==> config.mk <==
export PLATFORM = sky130hd
export DESIGN_NAME = jtag_dtm
export DESIGN_NICKNAME = d
export VERILOG_FILES = /design/src/rtl/jtag_dtm.sv
export SDC_FILE = /design/constraint.sdc
export NUM_CORES = 1
export LEC_CHECK = 0
export CELL_PAD_IN_SITES_DETAIL_PLACEMENT = 1
export CELL_PAD_IN_SITES_GLOBAL_PLACEMENT = 2
export CORE_MARGIN = 5
export CORE_UTILIZATION = 34
export CTS_CLUSTER_DIAMETER = 40
export DETAILED_ROUTE_END_ITERATION = 10
export HOLD_SLACK_MARGIN = 0.08
export PLACE_DENSITY_LB_ADDON = 0.12
export RECOVER_POWER = 25
export SLEW_MARGIN = 10
export SYNTH_ARGS = -nofsm -noshare
export SYNTH_HDL_FRONTEND = slang
export SYNTH_SLANG_ARGS = --single-unit
==> constraint.sdc <==
create_clock -name iClk -period 2.2 [get_ports iClk]
set_input_delay 0.33 -clock iClk [delete_from_list [all_inputs] [get_ports iClk]]
set_output_delay 0.33 -clock iClk [all_outputs]
set_load 0.02 [all_outputs]
==> src/rtl/jtag_dtm.sv <==
`timescale 1ns/1ps
`default_nettype none
// ============================================================================
// Module      : jtag_dtm
// Description : RISC-V JTAG Debug Transport Module with the JTAG pins
//               oversampled in iClk; issues DMI requests to the Debug Module.
// Revision    : 1.0 - initial release
// ============================================================================
module jtag_dtm #(
    parameter int          ABITS      = 7,
    parameter logic [31:0] IDCODE_VAL = 32'h1000_0001,
    parameter int          IDLE_HINT  = 1
) (
    input  logic             iClk,
    input  logic             iRst,
    input  logic             iTck,
    input  logic             iTms,
    input  logic             iTdi,
    output logic             oTdo,
    output logic             oTdoEn,
    output logic [ABITS-1:0] oDmAddr,
    output logic [31:0]      oDmWdata,
    input  logic [31:0]      iDmRdata,
    output logic             oDmRead,
    output logic             oDmWrite,
    output logic             oDmAccessValid,
    input  logic             iDmReady
);
    localparam int         c_DMI_W     = ABITS + 34;
    localparam logic [4:0] c_IR_IDCODE = 5'h01;
    localparam logic [4:0] c_IR_DTMCS  = 5'h10;
    localparam logic [4:0] c_IR_DMI    = 5'h11;
    localparam logic [2:0] c_IDLE      = 3'(IDLE_HINT);
    localparam logic [5:0] c_ABITS     = 6'(ABITS);

    typedef enum logic [3:0] {
        TLR      = 4'h0, RTI      = 4'h1, SEL_DR   = 4'h2, CAP_DR   = 4'h3,
        SHIFT_DR = 4'h4, EXIT1_DR = 4'h5, PAUSE_DR = 4'h6, EXIT2_DR = 4'h7,
        UPD_DR   = 4'h8, SEL_IR   = 4'h9, CAP_IR   = 4'hA, SHIFT_IR = 4'hB,
        EXIT1_IR = 4'hC, PAUSE_IR = 4'hD, EXIT2_IR = 4'hE, UPD_IR   = 4'hF
    } tap_state_t;

    tap_state_t         r_state, w_state_nxt;
    logic               r_tck_s1, r_tck_s2, r_tck_prev;
    logic               r_tms_s1, r_tms_s2, r_tdi_s1, r_tdi_s2;
    logic [4:0]         r_ir, r_ir_sr;
    logic [31:0]        r_dr32;
    logic [c_DMI_W-1:0] r_dmi_sr;
    logic               r_bypass;
    logic [ABITS-1:0]   r_addr;
    logic [31:0]        r_wdata, r_rdata;
    logic [1:0]         r_op_status;
    logic               r_dm_valid, r_dm_read, r_dm_write;
    logic               r_tdo, r_tdo_en;
    logic               w_tck_rise, w_tck_fall, w_dr_lsb, w_dmi_go;
    logic [1:0]         w_dmi_op;
    logic [31:0]        w_dtmcs;

    assign w_tck_rise = r_tck_s2 & ~r_tck_prev;
    assign w_tck_fall = ~r_tck_s2 & r_tck_prev;
    assign w_dtmcs    = {14'b0, 2'b00, 1'b0, c_IDLE, r_op_status, c_ABITS, 4'd1};
    assign w_dmi_op   = r_dmi_sr[1:0];
    assign w_dmi_go   = ((w_dmi_op == 2'd1) || (w_dmi_op == 2'd2))
                        && (r_op_status == 2'd0) && !r_dm_valid;

    assign oTdo           = r_tdo;
    assign oTdoEn         = r_tdo_en;
    assign oDmAddr        = r_addr;
    assign oDmWdata       = r_wdata;
    assign oDmRead        = r_dm_read;
    assign oDmWrite       = r_dm_write;
    assign oDmAccessValid = r_dm_valid;

    always_ff @(posedge iClk) begin
        if (iRst) begin
            {r_tck_s1, r_tck_s2, r_tck_prev} <= 3'b000;
            {r_tms_s1, r_tms_s2, r_tdi_s1, r_tdi_s2} <= 4'b0000;
        end else begin
            r_tck_s1   <= iTck;
            r_tck_s2   <= r_tck_s1;
            r_tck_prev <= r_tck_s2;
            r_tms_s1   <= iTms;
            r_tms_s2   <= r_tms_s1;
            r_tdi_s1   <= iTdi;
            r_tdi_s2   <= r_tdi_s1;
        end
    end

    always_ff @(posedge iClk) begin
        if (iRst) r_state <= TLR;
        else      r_state <= w_state_nxt;
    end

    always_comb begin
        w_state_nxt = r_state;
        if (w_tck_rise) begin
            case (r_state)
                TLR:      w_state_nxt = r_tms_s2 ? TLR      : RTI;
                RTI:      w_state_nxt = r_tms_s2 ? SEL_DR   : RTI;
                SEL_DR:   w_state_nxt = r_tms_s2 ? SEL_IR   : CAP_DR;
                CAP_DR:   w_state_nxt = r_tms_s2 ? EXIT1_DR : SHIFT_DR;
                SHIFT_DR: w_state_nxt = r_tms_s2 ? EXIT1_DR : SHIFT_DR;
                EXIT1_DR: w_state_nxt = r_tms_s2 ? UPD_DR   : PAUSE_DR;
                PAUSE_DR: w_state_nxt = r_tms_s2 ? EXIT2_DR : PAUSE_DR;
                EXIT2_DR: w_state_nxt = r_tms_s2 ? UPD_DR   : SHIFT_DR;
                UPD_DR:   w_state_nxt = r_tms_s2 ? SEL_DR   : RTI;
                SEL_IR:   w_state_nxt = r_tms_s2 ? TLR      : CAP_IR;
                CAP_IR:   w_state_nxt = r_tms_s2 ? EXIT1_IR : SHIFT_IR;
                SHIFT_IR: w_state_nxt = r_tms_s2 ? EXIT1_IR : SHIFT_IR;
                EXIT1_IR: w_state_nxt = r_tms_s2 ? UPD_IR   : PAUSE_IR;
                PAUSE_IR: w_state_nxt = r_tms_s2 ? EXIT2_IR : PAUSE_IR;
                EXIT2_IR: w_state_nxt = r_tms_s2 ? UPD_IR   : SHIFT_IR;
                UPD_IR:   w_state_nxt = r_tms_s2 ? SEL_DR   : RTI;
                default:  w_state_nxt = TLR;
            endcase
        end
    end

    always_comb begin
        case (r_ir)
            c_IR_IDCODE, c_IR_DTMCS: w_dr_lsb = r_dr32[0];
            c_IR_DMI:                w_dr_lsb = r_dmi_sr[0];
            default:                 w_dr_lsb = r_bypass;
        endcase
    end

    always_ff @(posedge iClk) begin
        if (iRst) begin
            r_ir        <= c_IR_IDCODE;
            r_ir_sr     <= 5'd0;
            r_dr32      <= 32'd0;
            r_dmi_sr    <= '0;
            r_bypass    <= 1'b0;
            r_addr      <= '0;
            r_wdata     <= 32'd0;
            r_rdata     <= 32'd0;
            r_op_status <= 2'd0;
            r_dm_valid  <= 1'b0;
            r_dm_read   <= 1'b0;
            r_dm_write  <= 1'b0;
            r_tdo       <= 1'b0;
            r_tdo_en    <= 1'b0;
        end else begin
            if (r_dm_valid && iDmReady) begin
                if (r_dm_read) r_rdata <= iDmRdata;
                r_dm_valid <= 1'b0;
                r_dm_read  <= 1'b0;
                r_dm_write <= 1'b0;
            end
            if (w_tck_rise) begin
                case (r_state)
                    CAP_IR:   r_ir_sr <= 5'b00001;
                    SHIFT_IR: r_ir_sr <= {r_tdi_s2, r_ir_sr[4:1]};
                    UPD_IR:   r_ir    <= r_ir_sr;
                    CAP_DR: begin
                        case (r_ir)
                            c_IR_IDCODE: r_dr32 <= IDCODE_VAL;
                            c_IR_DTMCS:  r_dr32 <= w_dtmcs;
                            c_IR_DMI: begin
                                // A still-pending request is reported as busy right away
                                r_dmi_sr <= {r_addr, r_rdata, (r_dm_valid ? 2'd3 : r_op_status)};
                                if (r_dm_valid) r_op_status <= 2'd3;
                            end
                            default:     r_bypass <= 1'b0;
                        endcase
                    end
                    SHIFT_DR: begin
                        case (r_ir)
                            c_IR_IDCODE, c_IR_DTMCS: r_dr32 <= {r_tdi_s2, r_dr32[31:1]};
                            c_IR_DMI: r_dmi_sr <= {r_tdi_s2, r_dmi_sr[c_DMI_W-1:1]};
                            default:  r_bypass <= r_tdi_s2;
                        endcase
                    end
                    UPD_DR: begin
                        if (r_ir == c_IR_DTMCS) begin
                            if (r_dr32[17]) begin
                                r_op_status <= 2'd0;
                                r_dm_valid  <= 1'b0;
                                r_dm_read   <= 1'b0;
                                r_dm_write  <= 1'b0;
                            end else if (r_dr32[16]) begin
                                r_op_status <= 2'd0;
                            end
                        end else if (r_ir == c_IR_DMI) begin
                            if (w_dmi_go) begin
                                r_addr     <= r_dmi_sr[c_DMI_W-1:34];
                                r_wdata    <= r_dmi_sr[33:2];
                                r_dm_valid <= 1'b1;
                                r_dm_read  <= (w_dmi_op == 2'd1);
                                r_dm_write <= (w_dmi_op == 2'd2);
                            end else if (r_dm_valid) begin
                                r_op_status <= 2'd3;
                            end
                        end
                    end
                    default: ;
                endcase
                if (w_state_nxt == TLR) r_ir <= c_IR_IDCODE;
            end
            if (w_tck_fall) begin
                if (r_state == SHIFT_IR)      r_tdo <= r_ir_sr[0];
                else if (r_state == SHIFT_DR) r_tdo <= w_dr_lsb;
                r_tdo_en <= (r_state == SHIFT_IR) || (r_state == SHIFT_DR);
            end
        end
    end
endmodule
`default_nettype wire

==> results.yml <==
synthesis:
  syn_area_mm2: 0.00742
  syn_avg_cell_area_um2: 8.34
  synth_top_area_share_pct: 46.7
  synth_commonest_cells: "nand2_1, dfxtp_1, a21oi_1, nand3_1, nor2_1"
  synth_area_leaders: "dfxtp_1, nand2_1, a21oi_1"
  syn_inst: 889
  synth_top_cell_by_area: "dfxtp_1"
  synth_nets: 929
  ys_types: 58
  yosysWarnings: 0
  synth_edf_count: 0
  async_flop_share_pct: 0
  ys_ff_latch: 173
  ys_seq_area_share_pct: 46.7
  synth.most_common_cell: "nand2_1"
  synth_flop_cell: "dfxtp_1"
die:
  ios: 82
  dieHeight_um: 158
  core_area_mm2: 0.0216
  placementRows: 54
  initial_utilization_pct: 34.3
  fp.dieArea_mm2: 0.0249
  die_x_um: 158
timing:
  setup-tns-final_ns: 0
  fin_skew_ns: 0.0120
  relSlewSlack_pct: 37.1
  hold_viol: 0
  drv_slew: 0
  fin_crit_sh_pct: 89.9
  layout_min_cycle_time_ns: 1.98
  worstMarginPinSlew_ns: 0.943
  fmax_mhz: 506
  setup_viol: 0
  rsz0062_at_grt: "no"
  fin_ws_ns: 0.222
placed_design:
  port_buffers: 81
  placed_cells: 1201
  gp_congestion: 0.797
  hpwlAfterDp_mm: 14.0
  place_ws_ns: 0.102
critical_path:
  rr_worst_depth: 5
  r2r_start: "r_state[0]"
  startpoint_type: "flop"
  cp_num_buf_inv: 1
  critPathMaxFanout: 11
  max_stage_delay_ns: 0.62
  cp.depth: 5
  path_cells: "nor4b_2 > buf_4 > and2_1 > a21oi_1 > a211oi_1"
  endpoint: "r_dmi_sr[40]"
  reg2reg_to: "r_dmi_sr[40]"
  cp.arrival_ns: 2.30
  cp-end-kind: "flop"
  worstSetupPathType: "flop to flop"
  rrSetupSlack_ns: 0.22
  cp_slowest_cell: "nor4b_2"
  crit_start: "r_state[0]"
  cp.required_ns: 2.52
  crit_family: "simple AND/OR/NAND/NOR gates"
clock_network:
  clk_latency_ns: 0.43
  clk_pin_slew_ns: 0.07
  clock-root-buffer: "clkbuf_16"
  cts_buffers: 17
  clockBufferDepth: 2
  cts_tree: "yes"
  clkSinkCount: 173
  htree_levels: 4
power:
  leakagePower_nw: 2.89
  powerDensity_mw_per_mm2: 692
  vdd_ir_drop_max_uv: 340
global_routing:
  grt_first_pass_wirelength_mm: 35.0
  grt_max_degree: 89
  antenna_found_initial: 0
  gr-total-overflow: 0
  grt_use_total_pct: 17.3
  grt_pass1_vias: 6840
detailed_routing:
  drcViolationCount: 0
  finalWirelength_mm: 20.6
  drt_iter0_markers: 262
  routedWlPerCell_um: 16.7
  vias: 6432
  vias_per_cell: 5.22
  drt-pass1-iter-count: 4
  antenna_left: 0
finish:
  fin_nets: 980
  seqCellArea_mm2: 0.00346
  antenna-diode-count: 0
  instances_no_fill: 1233
  multiInputGateArea_mm2: 0.00355
  drive_above_1_share_pct: 12.6
  syn_to_final_growth_pct: 23.2
  fill_cells: 2519
min_path:
  holdCritPathClass: "primary input to flop"
  hold_path_depth: 2
run:
  max-cap-violations: 0
status:
  status: "completed"
final cells by class:
type                            count  area share (%)
Clock buffer                       20            5.00
Clock inverter                     12            1.40
Inverter                            5           0.205
Multi-Input combinational cell    625            38.9
Sequential cell                   173            37.9
Tap cell                          280            3.83
Timing Repair Buffer              118            12.7
report_power, final:
part           leakage (nW)  internal [mW]  switching [mW]
combinational          1.21         0.0855          0.0994
sequential             1.39           3.14          0.0100
clock                 0.285           1.66            1.34
through the flow:
stage	power (mW)	area, um2	hold WS, ns	util [%]
floorplan	3.30	7420	0.414	-
global placement	3.41	8570	0.438	39.6
detailed placement	3.41	8570	0.445	39.6
CTS	6.42	9160	0.409	42.3
global route	6.55	9140	0.434	42.3
finish	6.33	9140	0.413	42.3
sequential cells by signal (all words and copies together), names as in the netlist, 2 cells and up:
name / flops
r_dmi_sr: 41
oDmWdata: 32
r_dr32: 32
r_rdata: 32
oDmAddr: 7
r_ir: 5
r_ir_sr: 5
r_state: 4
r_op_status: 2
worst min path at each step:
stage              endpoint   startpoint  slack (ns)
5_1_grt          r_rdata[3]  iDmRdata[3]        0.43
4_1_cts          r_ir_sr[1]         iRst        0.41
3_5_place_dp       r_tms_s2     r_tms_s1        0.45
2_1_floorplan      r_tck_s2     r_tck_s1        0.41
6_report       oDmWdata[20]         iRst        0.41
3_3_place_gp     r_dr32[22]   r_dr32[22]        0.44
per-layer routing:
metal	up-vias	share of wire [%]	track usage (%)
li1	3203	-	-
met1	3121	48	23.0
met2	89	47	28.6
met3	19	3.3	3.14
met4	0	1.6	5.16
met5	-	0	0
layout by cell type (no fill, tap or decap), drive strengths merged, types with 3 or more instances in the layout:
cell,count
o21ai,47
a311oi,38
nor3,13
nor2,62
o211ai,6
or2,3
nand2b,6
inv,11
dlygate4sd3,12
nor3b,7
a31oi,3
a211oi,7
clkbuf,24
dfxtp,173
nor4b,3
nand2,180
buf,34
nor2b,15
or3,4
clkdlybuf4s50,68
a22oi,3
clkinv,4
nand3,68
a21oi,115
and3,3
o2111ai,3
what timing repair did:
item,in CTS,in global routing
hold buffers,0,0
setup buffers,0,0
hold endpoints to repair,0,0
gates resized for setup,0,2
endpoints found under the setup margin,0,42
logic make-up after synthesis:
kind of cell	after synthesis	share of synthesized area [%]
AO/OA/AOI/OAI	240	23.2
XOR/XNOR	3	0.354
adder cells (fa/ha/maj)	2	0.337
buffers and inverters	91	5.68
flip-flops	173	46.7
multiplexers	2	0.270
AND/OR/NAND/NOR	378	23.5
Note: power is estimated with default switching activity, not from simulation.
